===== src/rtl/ifu_fetch_if.sv =====
// Fetch-unit handshake bundle: imem request/response, decode delivery and redirect.
// master = fetch unit, slave = memory/decode environment.
interface ifu_fetch_if;
   logic        redirect;
   logic [31:0] redirectPC;
   logic        imemReq;
   logic [31:0] imemAddr;
   logic        imemReady;
   logic        imemRvalid;
   logic [31:0] imemRdata;
   logic        instrValid;
   logic        idReady;
   logic [31:0] instrOut;
   logic [31:0] pcOut;
   logic        excAdEL;

   modport master (
      input  redirect, redirectPC, imemReady, imemRvalid, imemRdata, idReady,
      output imemReq, imemAddr, instrValid, instrOut, pcOut, excAdEL
   );

   modport slave (
      output redirect, redirectPC, imemReady, imemRvalid, imemRdata, idReady,
      input  imemReq, imemAddr, instrValid, instrOut, pcOut, excAdEL
   );
endinterface


===== src/rtl/ifu_fetch.sv =====
// Single-outstanding instruction fetch front end with one-delay-slot redirect handling.
// Delivers each fetched word with its PC to decode over a valid/ready handshake.
module ifu_fetch #(
   parameter logic [31:0] RESET_PC = 32'h0000_3000
) (
   input  logic        clk,
   input  logic        reset_n,
   ifu_fetch_if.master fif
);
   localparam int unsigned XLEN = 32;

   typedef enum logic [1:0] {IDLE, WAIT, HOLD} state_t;

   state_t            state;
   logic [XLEN-1:0]   fetch_pc;
   logic [XLEN-1:0]   cur_pc;
   logic [XLEN-1:0]   pend_tgt;
   logic              pend_valid;
   logic [XLEN-1:0]   instr_q;
   logic [XLEN-1:0]   pc_q;
   logic              exc_q;
   logic              aligned;

   // Request and valid decode only from registered state, never from memory inputs
   assign aligned        = (fetch_pc[1:0] == 2'b00);
   assign fif.imemReq    = (state == IDLE) && aligned;
   assign fif.imemAddr   = fetch_pc;
   assign fif.instrValid = (state == HOLD);
   assign fif.instrOut   = instr_q;
   assign fif.pcOut      = pc_q;
   assign fif.excAdEL    = exc_q;

   always_ff @(posedge clk or negedge reset_n) begin
      if (!reset_n) begin
         state      <= IDLE;
         fetch_pc   <= RESET_PC;
         cur_pc     <= '0;
         pend_tgt   <= '0;
         pend_valid <= 1'b0;
         instr_q    <= '0;
         pc_q       <= '0;
         exc_q      <= 1'b0;
      end else begin
         case (state)
            IDLE: begin
               if (aligned) begin
                  if (fif.imemReady) begin
                     state      <= WAIT;
                     cur_pc     <= fetch_pc;
                     pend_valid <= 1'b0;
                     // Accepted request is the delay slot when a target is already known
                     if (fif.redirect)
                        fetch_pc <= fif.redirectPC;
                     else if (pend_valid)
                        fetch_pc <= pend_tgt;
                     else
                        fetch_pc <= fetch_pc + XLEN'(4);
                  end else if (fif.redirect) begin
                     pend_valid <= 1'b1;
                     pend_tgt   <= fif.redirectPC;
                  end
               end else begin
                  state   <= HOLD;
                  instr_q <= '0;
                  pc_q    <= fetch_pc;
                  exc_q   <= 1'b1;
                  // A misaligned PC is never issued, so a redirect simply replaces it
                  if (fif.redirect) begin
                     fetch_pc   <= fif.redirectPC;
                     pend_valid <= 1'b0;
                  end
               end
            end
            WAIT: begin
               if (fif.imemRvalid) begin
                  state   <= HOLD;
                  instr_q <= fif.imemRdata;
                  pc_q    <= cur_pc;
                  exc_q   <= 1'b0;
               end
               if (fif.redirect) begin
                  fetch_pc   <= fif.redirectPC;
                  pend_valid <= 1'b0;
               end
            end
            HOLD: begin
               if (fif.idReady)
                  state <= IDLE;
               if (fif.redirect) begin
                  fetch_pc   <= fif.redirectPC;
                  pend_valid <= 1'b0;
               end
            end
            default: state <= IDLE;
         endcase
      end
   end
endmodule


===== src/flat_wrapper.sv =====
// flat-port wrapper written by rule: the top's interface ports become plain ports
module ifu_fetch_flat 
#(
   parameter logic [31:0] RESET_PC = 32'h0000_3000
)
  (clk, reset_n, fif_redirect, fif_redirectPC, fif_imemReady, fif_imemRvalid, fif_imemRdata, fif_idReady, fif_imemReq, fif_imemAddr, fif_instrValid, fif_instrOut, fif_pcOut, fif_excAdEL);
  ifu_fetch_if fif_i ();
  input  logic clk;
  input  logic reset_n;
  input wire logic [$bits(fif_i.redirect)-1:0] fif_redirect;
  input wire logic [$bits(fif_i.redirectPC)-1:0] fif_redirectPC;
  input wire logic [$bits(fif_i.imemReady)-1:0] fif_imemReady;
  input wire logic [$bits(fif_i.imemRvalid)-1:0] fif_imemRvalid;
  input wire logic [$bits(fif_i.imemRdata)-1:0] fif_imemRdata;
  input wire logic [$bits(fif_i.idReady)-1:0] fif_idReady;
  output wire logic [$bits(fif_i.imemReq)-1:0] fif_imemReq;
  output wire logic [$bits(fif_i.imemAddr)-1:0] fif_imemAddr;
  output wire logic [$bits(fif_i.instrValid)-1:0] fif_instrValid;
  output wire logic [$bits(fif_i.instrOut)-1:0] fif_instrOut;
  output wire logic [$bits(fif_i.pcOut)-1:0] fif_pcOut;
  output wire logic [$bits(fif_i.excAdEL)-1:0] fif_excAdEL;
  assign fif_i.redirect = fif_redirect;
  assign fif_i.redirectPC = fif_redirectPC;
  assign fif_i.imemReady = fif_imemReady;
  assign fif_i.imemRvalid = fif_imemRvalid;
  assign fif_i.imemRdata = fif_imemRdata;
  assign fif_i.idReady = fif_idReady;
  assign fif_imemReq = fif_i.imemReq;
  assign fif_imemAddr = fif_i.imemAddr;
  assign fif_instrValid = fif_i.instrValid;
  assign fif_instrOut = fif_i.instrOut;
  assign fif_pcOut = fif_i.pcOut;
  assign fif_excAdEL = fif_i.excAdEL;
  ifu_fetch #(.RESET_PC(RESET_PC)) u_core (.clk(clk), .reset_n(reset_n), .fif(fif_i));
endmodule

===== config.mk =====
export PLATFORM = sky130hd
export DESIGN_NAME = ifu_fetch_flat
export DESIGN_NICKNAME = d
export VERILOG_FILES = /design/src/rtl/ifu_fetch_if.sv /design/src/rtl/ifu_fetch.sv /design/src/flat_wrapper.sv
export SDC_FILE = /design/constraint.sdc
export NUM_CORES = 1
export LEC_CHECK = 0
export CORE_MARGIN = 2
export CORE_UTILIZATION = 45
export DETAILED_ROUTE_END_ITERATION = 6
export PLACE_DENSITY = 0.8
export SLEW_MARGIN = 30
export SYNTH_ARGS = -nofsm -noshare
export SYNTH_HDL_FRONTEND = slang
export SYNTH_SLANG_ARGS = --single-unit

===== constraint.sdc =====
create_clock -name clk -period 2.1 [get_ports clk]
set_input_delay 0.315 -clock clk [delete_from_list [all_inputs] [get_ports clk]]
set_output_delay 0.315 -clock clk [all_outputs]
set_load 0.005 [all_outputs]

* Word level (Yosys, flattened, before mapping)
Index checks and enable logic that the tools add are counted.
Cells by class: add/sub/neg operators 1, equality and inequality tests 7, bitwise operators 1, mux-type cells 25, reductions and logical operators 12
Operators with widths (number):
- two-way mux 32 bit | 9
- one-hot mux 32 bit (2 select lines) | 3
- adder 32 x 3 -> 32 bit (second input constant) | 1
- AND reduction 3 bit | 3
- two-way mux 2 bit | 4
- two-way mux 1 bit | 6
- != test 2 bit (second input constant) | 3
- one-hot mux 2 bit (3 select lines) | 1
- logical NOT 2 bit | 2
- != test 4 bit (second input constant) | 1
- one-hot mux 1 bit (2 select lines) | 2
- AND reduction 2 bit | 2
- AND reduction 4 bit | 1
- nonzero test 2 bit | 2
- != test 3 bit (second input constant) | 1
- == test 2 x 1 -> 1 bit (second input constant) | 1
- == test 2 bit (second input constant) | 1
- OR reduction 2 bit | 1
- logical AND 1 bit | 1
- NOT 1 bit | 1
Word-level totals: logic and storage cells 54, register bits 164, output and inout bits 99, input port bits 70

* Depth between registers and ports, before layout
Gate-level depths: netlist (run 1).
depth in word-level cells 6, gate-level depth with buffers 10, gate-level depth less buffers 7

* Worst setup path before layout (run 1)
No wires, ideal clock.
kind flip-flop to flip-flop, start register u_core.fetch_pc[12], in the netlist u_core.fif.imemAddr[12], end register u_core.fetch_pc[29], in the netlist u_core.fif.imemAddr[29], stages on the path, launching flop included 8, period minus slack after synthesis 2115 ps, data required time 1959 ps, slack -15 ps, library setup time 141 ps, data arrival time 1975 ps, buffers on the path 2, cell sequence dfstp_2 buf_2 nand4_2 or4_4 buf_6 nor4_1 a2bb2oi_1 a21oi_1
On the way: word-level cells in the longest chain between the ends 6
Ends and longest elaborated chain:
- start: declaration | RTL line ifu_fetch.sv:15 | logic [XLEN-1:0] fetch_pc;
- start signal: assignment | RTL line ifu_fetch.sv:53 | fetch_pc <= fif.redirectPC;
- start signal: assignment | RTL line ifu_fetch.sv:55 | fetch_pc <= pend_tgt;
- start signal: assignment | RTL line ifu_fetch.sv:57 | fetch_pc <= fetch_pc + XLEN'(4);
- adder 32 x 3 -> 32 bit | RTL line ifu_fetch.sv:57
- two-way mux 32 bit | RTL line ifu_fetch.sv:54 | else if (pend_valid)
- two-way mux 32 bit | RTL line ifu_fetch.sv:52 | if (fif.redirect)
- two-way mux 32 bit | RTL line ifu_fetch.sv:47 | if (fif.imemReady) begin
- two-way mux 32 bit | RTL line ifu_fetch.sv:46 | if (aligned) begin
- one-hot mux 32 bit (2 select lines) | RTL line ifu_fetch.sv:44 | case (state)
Every way passes these cells. The select of a mux whose other input is x is not followed. A chain may end at the register's enable or synchronous reset.

* Worst setup path after layout (run 1)
start register u_core.fetch_pc[2], in the netlist u_core.fif.imemAddr[2], end register u_core.fetch_pc[20], in the netlist u_core.fif.imemAddr[20]
The elaborated chain is that of the path after synthesis.

==> results of run 1 <==
path summary, 6_finish.rpt:
| kind | startpoint | end | slack, ns | cells past startpoint |
|---|---|---|---|---|
| max | u_core.fif.imemAddr[2] | u_core.fif.imemAddr[20] | 0.07 | 8 |
| min | reset_n | u_core.fif.instrOut[16] | 0.36 | 2 |
| max reg2reg | u_core.fif.imemAddr[2] | u_core.fif.imemAddr[20] | 0.07 | 8 |
| min reg2reg | u_core.fif.instrOut[16] | u_core.fif.instrOut[16] | 0.46 | 2 |
| max in group asynchronous | reset_n | u_core.fif.imemAddr[13] | 1.06 | 3 |
| min in group clk | fif_imemRdata[26] | u_core.fif.instrOut[26] | 0.44 | 3 |
worst register-to-register path, delay by kind of cell (launching register included):
| family | cells | cell delay [ns] |
|---|---|---|
| AO/OA/AOI/OAI | 1 | 0.14 |
| AND/OR/NAND/NOR | 4 | 0.85 |
| flip-flops | 1 | 0.38 |
| adder cells (fa/ha/maj) | 1 | 0.23 |
| buffers and inverters | 2 | 0.37 |
registers in the layout, summed over array words and instances (netlist names):
register             count
u_core.cur_pc           32
u_core.fif.excAdEL       1
u_core.fif.imemAddr     32
u_core.fif.instrOut     32
u_core.fif.pcOut        32
u_core.pend_tgt         32
u_core.pend_valid        1
u_core.state             2
power groups by stage:
stage	logic, mW	clock network, mW	registers, mW
after floorplan	3.59	0	5.30
after global placement	6.93	0	5.38
after detailed placement	7.09	0	5.46
after CTS	7.18	2.98	5.42
after global routing	7.90	3.12	5.58
final	7.27	2.92	5.41
cells in the final DEF, fill, tap and decap left out, drive strengths merged, types with 9 or more instances in the layout:
cell / instances
clkdlybuf4s50: 166
dfrtp: 162
nand2: 136
buf: 96
o21ai: 75
mux2: 61
nand3: 49
mux2i: 37
a21oi: 32
nor2: 21
clkbuf: 20
inv: 13
nand4: 12
nor4: 11
a22oi: 10
o22ai: 9
nor3: 9
cells by family (layout without fill, tap and decap cells):
group / Yosys count / count (layout) / share of synthesized area, %
adders and majority gates: 5 / 5 / 0.772
muxes: 98 / 98 / 13.0
buffers and inverters: 84 / 307 / 4.24
DFF: 164 / 164 / 50.7
AOI/OAI and AO/OA: 183 / 183 / 14.1
xor gates and xnor gates: 7 / 7 / 0.756
and+or+nand+nor: 273 / 273 / 16.5
repair_timing:
item / in CTS / in global routing
hold buffers: 1 / 0
resized for setup: 6 / 5
setup endpoints to repair: 2 / 5
pin swaps: 1 / 1
setup buffers: 0 / 6
endpoints found under the hold margin: 37 / 0
gates cloned: 0 / 0
final cells by class:
class	instances	area, um^2
well taps	229	287
clock inverters	10	85.1
fillers	1425	6640
inverters	13	48.8
clock buffers	20	457
flip-flops and latches	164	4110
multi-input cells	566	3710
repair buffers	264	2510
stage by stage:
step	cell area [um^2]	power, mW	hold WS (ns)	std cells
final	11200	15.6	0.364	1266
after CTS	11100	15.6	0.373	1260
after floorplan	8120	8.89	0.0194	814
after global routing	11200	16.6	0.381	1266
after global placement	10600	12.3	0.254	1229
after detailed placement	10600	12.5	0.263	1229
layer usage:
metal	global-route usage (%)	up-vias	wire length [um]
li1	-	3333	-
met1	33.8	3543	10100
met2	39.6	374	11100
met3	6.89	47	1940
met4	9.88	0	536
met5	0	-	0
==> summary.md, run 1 <==
| Metric | Value |
|---|---|
| Cell mode on critical path | buf_4 |
| Share of the synthesized area in the top cell type | roughly 50% |
| Drt first pass iters | 5 |
| Final WL | 23700 um |
| Mapped Area | 8110 um^2 |
| Dominant cells by area after synthesis | dfrtp_1 (50%), mux2_2 (8.5%), nand2_1 (6.3%), mux2i_1 (4.6%), o21ai_0 (4.4%) |
| Data arrival, critical path | 2.39 ns |
| Number of enable flip-flop cells after synthesis | 0 |
| Number of global-route vias before repair | between 7000 and 8000 |
| Sequential area share after synthesis | 50.7% |
| Pleak | slightly below 5 nW |
| Min Tclk post-route | between 2 and 2.5 ns |
| Mapped Cells | 814 |
| DP HPWL | around 16000 um |
| CP peak stage delay | between 0.3 and 0.4 ns |
| Count leader, synth | dfrtp_1 |
| Sw Share | 36.7% |
| Total number of vias | 7297 |
| Status | completed |
| CTS max path bufs | 2 |
| Worst IR Drop VDD | 816 uV |
| Clock latency on the worst-skew pair | about 0.43 ns |
| Initial antenna violation count | 0 |
| Final TNS setup | 0 ns |
| CP max FO | 3 |
| Worst slew pin tran | around 0.75 ns |
| Final Hold Fails | 0 |
| Startpoint Class | flip-flop |
| Critical path's slowest cell | dfrtp_1 |
| Share of cells above drive strength 1 | 20.9% |
| Clock power frac | 18.7% |
| Final WS setup | between 0.06 and 0.07 ns |
| Vert. Die Dim | 138 um |
| Worst path cell trace | ha_2 -> nand4_4 -> buf_4 -> nor4b_4 -> buf_4 -> nand3_1 -> or3_1 -> a21oi_1 |
| Crit-path leading delay family | simple AND/OR/NAND/NOR gates |
| Clock tree root buffer cell | clkbuf_16 |
| # DRC | 0 |
| CTS sink cnt | 164 |
| Ant. Diodes | 0 |
| Boundary Pins | 169 |
| Asr flop ratio synth | 100% |
| Tcrit/Tclk final | 96.8% |
| Final ANT Viol Nets | 0 |
| CP Capture Type | flip-flop |
| Unique masters post-synth | about 70 |
| Ys flop type | dfrtp_1 |
| Register bit total from synthesis | 164 |
| Placeable Area | between 15000 and 20000 um^2 |
| YS warnings | 0 |
| Post-synth top cells | dfrtp_1 (162), nand2_1 (136), o21ai_0 (72), mux2_2 (61), nand3_1 (49) |
| Initial DRC count | 590 |
| Largest net degree at the start of global routing | 79 |
| Vias per inst | 5.76 |
| # H-tree levels | 4 |
| Worst hold path class | input pin to asynchronous set/reset pin |
| Total GRT Usage | 25.3% |
| Synth-to-Final Area Change | 38.2% |
| RSZ-0062 raised after global routing | true |
| Average wire per standard cell | about 19 um |
| CTS clk-pin slew, worst paths | roughly 0.060 ns |
| CP Data Required Time | 2.46 ns |
| GRT overflow | 0 |
| First-pass GRT wire length | 38300 um |
| Area leader, netlist | dfrtp_1 |
| Die ar. | approximately 19000 um^2 |
| PD cells | 1390 nW/um^2 |
| Max-Slew Margin vs Limit | 49.7% |
| DP Worst Slack | -0.000832 ns |
| CTS Buf Count | 17 |
| # nets final | 1101 |
| Max frequency | 492 MHz |
| Int Pwr | 9.87 mW |
| WS Path Type | flip-flop to flip-flop |
| Syn Nets | 889 |
| Rows | between 40 and 50 |
| Port Buffer Count | between 150 and 200 |
| Sequential power share | 34.7% |
| Initial core utilization | 45.4% |
| Syn avg cell area | 9.96 um^2 |
| Crit path buf inv count | 2 |
| Clock Skews | 0.00808 ns |
| Sw power | 5.72 mW |
| RePlAce Congestion | 0.920 |
| Maxcap violations | 0 |
| Die X | 138 um |
| Post-Route Utilization | 62.8% |
| Comb pwr share | 46.6% |
| Final-report max-slew violation count | 0 |
| Setup Viol. Count Final | 0 |
| CTS tree | done |
Power figures use the tool's default switching activity.
==> run 2, diff against run 1 <==
ABC_AREA = 0   (was unset)
CTS_CLUSTER_SIZE = 30   (was unset)
SETUP_SLACK_MARGIN = 0.3   (was unset)
==> run 2 against run 1 <==
Against the previous run:
- worst setup slack lost 0.046 ns
- cell count rose by 6.5%
- maximum frequency shrank 2.2%
- clock power is 16% higher
- clock skew grew 0.010 ns
- register-to-register slack worse by 0.05 ns
- power grew 33%
- hold slack better by 0.029 ns
==> summary.md, run 2 (synthesis results as in run 1) <==
| Metric | Value |
|---|---|
| Status | completed |
| GRT overflow | 0 (unchanged) |
| RePlAce Congestion | 0.961 (+4.5%) |
| Final-report max-slew violation count | 0 (unchanged) |
| Commonest non-fill, non-tap cells in the layout | clkdlybuf4s50_1 (148), dfrtp_1 (148), buf_4 (96) |
| Worst hold path class | input pin to asynchronous set/reset pin |
| Final ANT Viol Nets | 0 (unchanged) |
| Maxcap violations | 0 (unchanged) |
| CP Data Required Time | 2.47 ns (about the same) |
| Tcrit/Tclk final | 99.0% (+2.2 points) |
| Design Area, Final | 13500 um^2 (+20%) |
| DP HPWL | 16800 um (+2.2%) |
| Placed Area | 10600 um^2 (about the same) |
| Die X | 138 um (unchanged) |
| CTS tree | done |
| Rows | 49 (unchanged) |
| Area occupied by registers | 4120 um^2 (+0.37%) |
| CP Capture Type | flip-flop |
| Startpoint Class | flip-flop |
| Largest net degree at the start of global routing | 48 (-39%) |
| Max frequency | 481 MHz (-2.2%) |
| First-pass GRT wire length | 41300 um (+7.7%) |
| Final Hold Fails | 0 (unchanged) |
| Drt first pass iters | 5 (unchanged) |
| Routed wl met3 | 3250 um (+68%) |
| Total number of vias | 8544 (+17%) |
| DR top layer | met4 |
| R2R depth | 7 (-1) |
| CP max FO | 7 (+4) |
| Setup Viol. Count Final | 0 (unchanged) |
| Data arrival, critical path | 2.45 ns (+0.06 ns) |
| # DRC | 0 (unchanged) |
| Area of the multi-input gates | 4750 um^2 (+28%) |
| Total GRT Usage | 26.9% (+1.6 points) |
| Die ar. | 19100 um^2 (unchanged) |
| Clock tree root buffer cell | clkbuf_16 |
| Share of cells above drive strength 1 | 43.4% (+23 points) |
| Pleak | 6.03 nW (+24%) |
| Met2 wire len | 16200 um (+46%) |
| PD cells | 1540 nW/um^2 (+11%) |
| CTS max path bufs | 2 (unchanged) |
| Initial DRC count | 943 (+60%) |
| Initial antenna violation count | 0 (unchanged) |
| Synth-to-Final Area Change | 66.4% |
| Max-Slew Margin vs Limit | 59.7% (+10 points) |
| CTS Buf Count | 17 (unchanged) |
| Critical path's slowest cell | dfrtp_2 |
| Placeable Area | 17800 um^2 (unchanged) |
| Boundary Pins | 169 (unchanged) |
| Initial core utilization | 45.4% (unchanged) |
| Clock Skews | 0.0185 ns (+0.0104 ns) |
| CP peak stage delay | 0.44 ns (+0.06 ns) |
| RSZ-0062 raised after global routing | true |
| Ant. Diodes | 0 (unchanged) |
| WS Path Type | flip-flop to flip-flop |
| Vias per inst | 6.34 (+10%) |
| Hold Worst Slack | 0.393 ns (+0.0286 ns) |
| Cells after DPL | 1222 (-0.57%) |
| Clock latency on the worst-skew pair | 0.45 ns (+0.02 ns) |
| Worst IR Drop VDD | 1360 uV (+67%) |
| Metal1 wirelength | 12400 um (+23%) |
| CTS clk-pin slew, worst paths | 0.07 ns (about the same) |
| CTS sink cnt | 164 (unchanged) |
| Vert. Die Dim | 138 um (unchanged) |
| Fill cells | 1025 (-28%) |
| Worst path cell trace | buf_6 -> nor3_2 -> buf_4 -> o21ai_0 -> a31oi_1 -> a21boi_0 -> a221o_1 |
| Worst slew pin tran | 0.604 ns (-0.151 ns) |
| Final Non-Filler Cells | 1348 (+6.5%) |
| # nets final | 1181 (+7.3%) |
| Number of global-route vias before repair | 7599 (+6.8%) |
| Final WS setup | 0.0219 ns (-0.0462 ns) |
| DP Worst Slack | -0.0341 ns (-0.0333 ns) |
| Final WL | 33800 um (+43%) |
| Average wire per standard cell | 25.1 um (+34%) |
| Port Buffer Count | 168 (unchanged) |
| # H-tree levels | 4 (unchanged) |
| Min Tclk post-route | 2.08 ns (+0.0462 ns) |
[run 2: cell types whose count changed in the layout (fill, tap and decap cells not counted), moves of 29 or more]
cell and change:
nand2_4 +39, buf_6 +41, nand2_1 -86, o21ai_1 +29, o21ai_0 -52, nand2_2 +46
[run 2: timing repair]
| item | in CTS | in global routing |
|---|---|---|
| setup endpoints to repair | 178 | 181 |
| endpoints found under the hold margin | 42 | 0 |
| resized for setup | 112 | 284 |
| gates cloned | 4 | 19 |
| pin swaps | 26 | 96 |
| hold buffers | 1 | 0 |
| buffers inserted | 29 | 41 |
[run 2: critical path, delay by kind of cell, from the launching register on]
kind / cells / cell delay [ns]
AO/OA/AOI/OAI: 4 / 0.74
flip-flops: 1 / 0.44
buffers and inverters: 2 / 0.42
AND/OR/NAND/NOR: 1 / 0.41
[run 2: path summary, 6_finish.rpt]
path,start,end,slack [ns]
worst max-delay path,u_core.fif.imemAddr[1],u_core.fif.imemAddr[15],0.02
worst min-delay path,reset_n,u_core.fif.pcOut[17],0.39
worst max register to register,u_core.fif.imemAddr[1],u_core.fif.imemAddr[15],0.02
worst min register to register,u_core.fif.instrOut[7],u_core.fif.instrOut[7],0.49
max in group asynchronous,reset_n,u_core.fif.imemAddr[12],1.02
min in group clk,fif_redirectPC[2],u_core.pend_tgt[2],0.43
[run 2: cell type report]
| type | count | share of cell area, % |
|---|---|---|
| clock buffer | 18 | 3.26 |
| clock inverter | 14 | 1.43 |
| inverter | 13 | 0.399 |
| multi-input combinational | 567 | 35.2 |
| sequential | 164 | 30.6 |
| tap | 229 | 2.12 |
| timing repair buffer | 343 | 27.0 |
[run 2: report_power, final]
group / leakage (nW) / total, mW / switching, mW / internal, mW
registers: 2.04 / 5.68 / 1.15 / 4.52
logic: 3.68 / 11.7 / 5.74 / 5.95
clock network: 0.307 / 3.40 / 1.45 / 1.95
[run 2: stage by stage]
step / utilization [%] / power (mW) / setup TNS (ns)
4_1_cts: 66.7 / 16.8 / 0
3_3_place_gp: 59.3 / 12.3 / -0.0536
6_report: 75.6 / 20.8 / 0
2_1_floorplan: - / 9.16 / 0
3_5_place_dp: 59.3 / 12.6 / -0.0844
5_1_grt: 75.6 / 21.5 / -0.0524
[run 2: routing by layer]
metal	track usage [%]	up-vias
met3	6.37	208
met2	42.4	659
met1	35.8	4169
li1	-	3508
met5	0	-
met4	11.7	0
==> run 3, diff against run 2 <==
CELL_PAD_IN_SITES_DETAIL_PLACEMENT = 1   (was unset)
CELL_PAD_IN_SITES_GLOBAL_PLACEMENT = 2   (was unset)
CORE_UTILIZATION = 29   (was 45)
PLACE_DENSITY = 0.82   (was 0.8)
==> run 3 against run 2 <==
Against the previous run:
- the run now ends with negative setup slack left
- utilization shrank 28 points
- sequential share of layout area rose by 0.71 points
- critical endpoint is now u_core.fif.imemAddr[24]
- flip-flop and latch count stayed put
- via count shrank 5.8%
- design area shrank 2.2%
- clock power shrank 7.6%
- sequential power down 4.6%
- register-to-register slack lost 0.04 ns
==> summary.md, run 3 (synthesis results as in run 1) <==
| Metric | Value |
|---|---|
| RePlAce Congestion | 0.853 (-11%) |
| Boundary Pins | 169 (unchanged) |
| # H-tree levels | 4 (unchanged) |
| Max frequency | 471 MHz (-2.1%) |
| Comb pwr share | 55.4% (-0.9 points) |
| Number of global-route vias before repair | 7896 (+3.9%) |
| CTS sink cnt | 164 (unchanged) |
| Status | finished, violations left |
| CP Data Required Time | 2.46 ns (about the same) |
| Maxcap violations | 0 (unchanged) |
| WS Path Type | flip-flop to flip-flop |
| DP HPWL | 20400 um (+21%) |
| Vias per inst | 5.31 (-16%) |
| Pleak | 5.75 nW (-4.7%) |
| Total power | 19.2 mW (-7.6%) |
| RSZ-0062 raised after global routing | true |
| Commonest non-fill, non-tap cell in the layout | dfrtp_1 |
| Final TNS setup | -0.0216 ns (-0.0216 ns) |
| Total number of vias | 8051 (-5.8%) |
| Vert. Die Dim | 171 um (+24%) |
| GRT overflow | 0 (unchanged) |
| Die X | 171 um (+24%) |
| Startpoint Class | flip-flop |
| Final WS setup | -0.0216 ns (-0.0435 ns) |
| Data arrival, critical path | 2.49 ns (+0.04 ns) |
| Final ANT Viol Nets | 0 (unchanged) |
| Clock Skews | 0.0178 ns (-0.000771 ns) |
| CTS max path bufs | 2 (unchanged) |
| # nets final | 1199 (+1.5%) |
| Hold Worst Slack | 0.412 ns (+0.0188 ns) |
| Sw Share | 39.2% (-1.0 points) |
| Sw power | 7.52 mW (-9.9%) |
| Largest net degree at the start of global routing | 65 (+35%) |
| CTS Buf Count | 17 (unchanged) |
| Average wire per standard cell | 22.9 um (-8.5%) |
| Sequential power share | 28.2% (+0.9 points) |
| PD cells | 1450 nW/um^2 (-5.5%) |
| Initial DRC count | 564 (-40%) |
| Setup Viol. Count Final | 1 (+1) |
| Int Pwr | 11.7 mW (-6.1%) |
| Final-report max-slew violation count | 0 (unchanged) |
| Min Tclk post-route | 2.12 ns (+0.0435 ns) |
| CP Capture Type | flip-flop |
| Drt first pass iters | 5 (unchanged) |
| # DRC | 0 (unchanged) |
| Crit. Startpoint | u_core.state[1] |
| Final Hold Fails | 0 (unchanged) |
| CTS tree | done |
| Rows | 61 (+24%) |
| Port Buffer Count | 168 (unchanged) |
| Clock latency on the worst-skew pair | 0.44 ns (about the same) |
| Placeable Area | 27600 um^2 (+55%) |
| Worst IR Drop VDD | 434 uV (-68%) |
| CP max FO | 6 (-1) |
| Share of cells above drive strength 1 | 35.7% (-7.7 points) |
| Clock tree root buffer cell | clkbuf_16 |
| Tcrit/Tclk final | 101% (+2.1 points) |
| Final WL | 34800 um (+2.8%) |
| Max-Slew Margin vs Limit | 62.5% (+2.8 points) |
| First-pass GRT wire length | 46700 um (+13%) |
| R2R Path Start | u_core.state[1] |
| Total GRT Usage | 20.8% (-6.1 points) |
| Synth-to-Final Area Change | 62.7% |
| CTS clk-pin slew, worst paths | 0.07 ns (about the same) |
| Violated checks | negative setup slack |
| Ant. Diodes | 0 (unchanged) |
| Commonest non-fill, non-tap cells in the layout | dfrtp_1 (146), clkdlybuf4s50_1 (144), nand2_1 (132) |
| Initial core utilization | 29.3% (-16 points) |
| Die ar. | 29300 um^2 (+53%) |
| Worst slew pin tran | 0.562 ns (-0.0423 ns) |
| Worst hold path class | input pin to asynchronous set/reset pin |
| Initial antenna violation count | 0 (unchanged) |
| Clock power frac | 16.4% (about the same) |
-- run 3: path summary, 6_finish.rpt --
path	depth (start not counted)	end	slack, ns
max in group asynchronous	3	u_core.fif.imemAddr[27]	0.97
worst min-delay path	2	u_core.fif.instrOut[11]	0.41
worst max-delay path	10	u_core.fif.imemAddr[24]	-0.02
worst min register to register	2	u_core.fif.instrOut[3]	0.46
worst max register to register	10	u_core.fif.imemAddr[24]	-0.02
min in group clk	3	u_core.fif.instrOut[1]	0.44
-- run 3: metrics by stage --
step	cells	utilization [%]	setup WS (ns)	area [um^2]
6_report	1515	47.7	-0.0216	13200
3_3_place_gp	1384	39.4	-0.0486	10900
4_1_cts	1463	44.5	0.170	12300
5_1_grt	1515	47.7	-0.0331	13200
3_5_place_dp	1384	39.4	-0.0979	10900
2_1_floorplan	814	-	0.105	8260
-- run 3: routing by layer --
| metal | up-vias | global-route usage (%) | routed length [um] |
|---|---|---|---|
| li1 | 3555 | - | - |
| met1 | 4114 | 27.9 | 14800 |
| met2 | 315 | 33.7 | 16800 |
| met3 | 67 | 4.62 | 2190 |
| met4 | 0 | 6.30 | 945 |
| met5 | - | 0 | 0 |
-- run 3: worst max-delay path, stage by stage, from the launching register on --
cell	delay (ns)
dfrtp_1	0.38
inv_2	0.08
ha_4	0.18
buf_6	0.11
nor4b_4	0.39
buf_4	0.22
nor2_4	0.07
buf_6	0.16
o21ai_1	0.17
o21ai_1	0.18
nand2_2	0.10
-- run 3: timing repair --
action / CTS / global route
cloned: 4 / 16
resized for setup: 133 / 92
hold endpoints to repair: 48 / 0
buffers inserted: 42 / 36
pin swaps: 35 / 26
endpoints found under the setup margin: 184 / 112
hold buffers: 1 / 0
-- run 3: power groups by stage --
stage | Clock (mW) | Sequential [mW] | Combinational, mW
after global routing | 3.31 | 5.56 | 11.3
after CTS | 3.16 | 5.38 | 8.66
after global placement | 0 | 5.41 | 7.40
after detailed placement | 0 | 5.51 | 7.56
after floorplan | 0 | 5.33 | 3.84
final | 3.14 | 5.42 | 10.6
-- run 3: layout make-up --
| cell class | instances | area, um^2 |
|---|---|---|
| Tap cell | 378 | 473 |
| Timing Repair Buffer | 361 | 3680 |
| Clock inverter | 13 | 123 |
| Inverter | 13 | 53.8 |
| Clock buffer | 19 | 453 |
| Sequential cell | 164 | 4130 |
| Fill cell | 2997 | 14400 |
| Multi-Input combinational cell | 567 | 4290 |
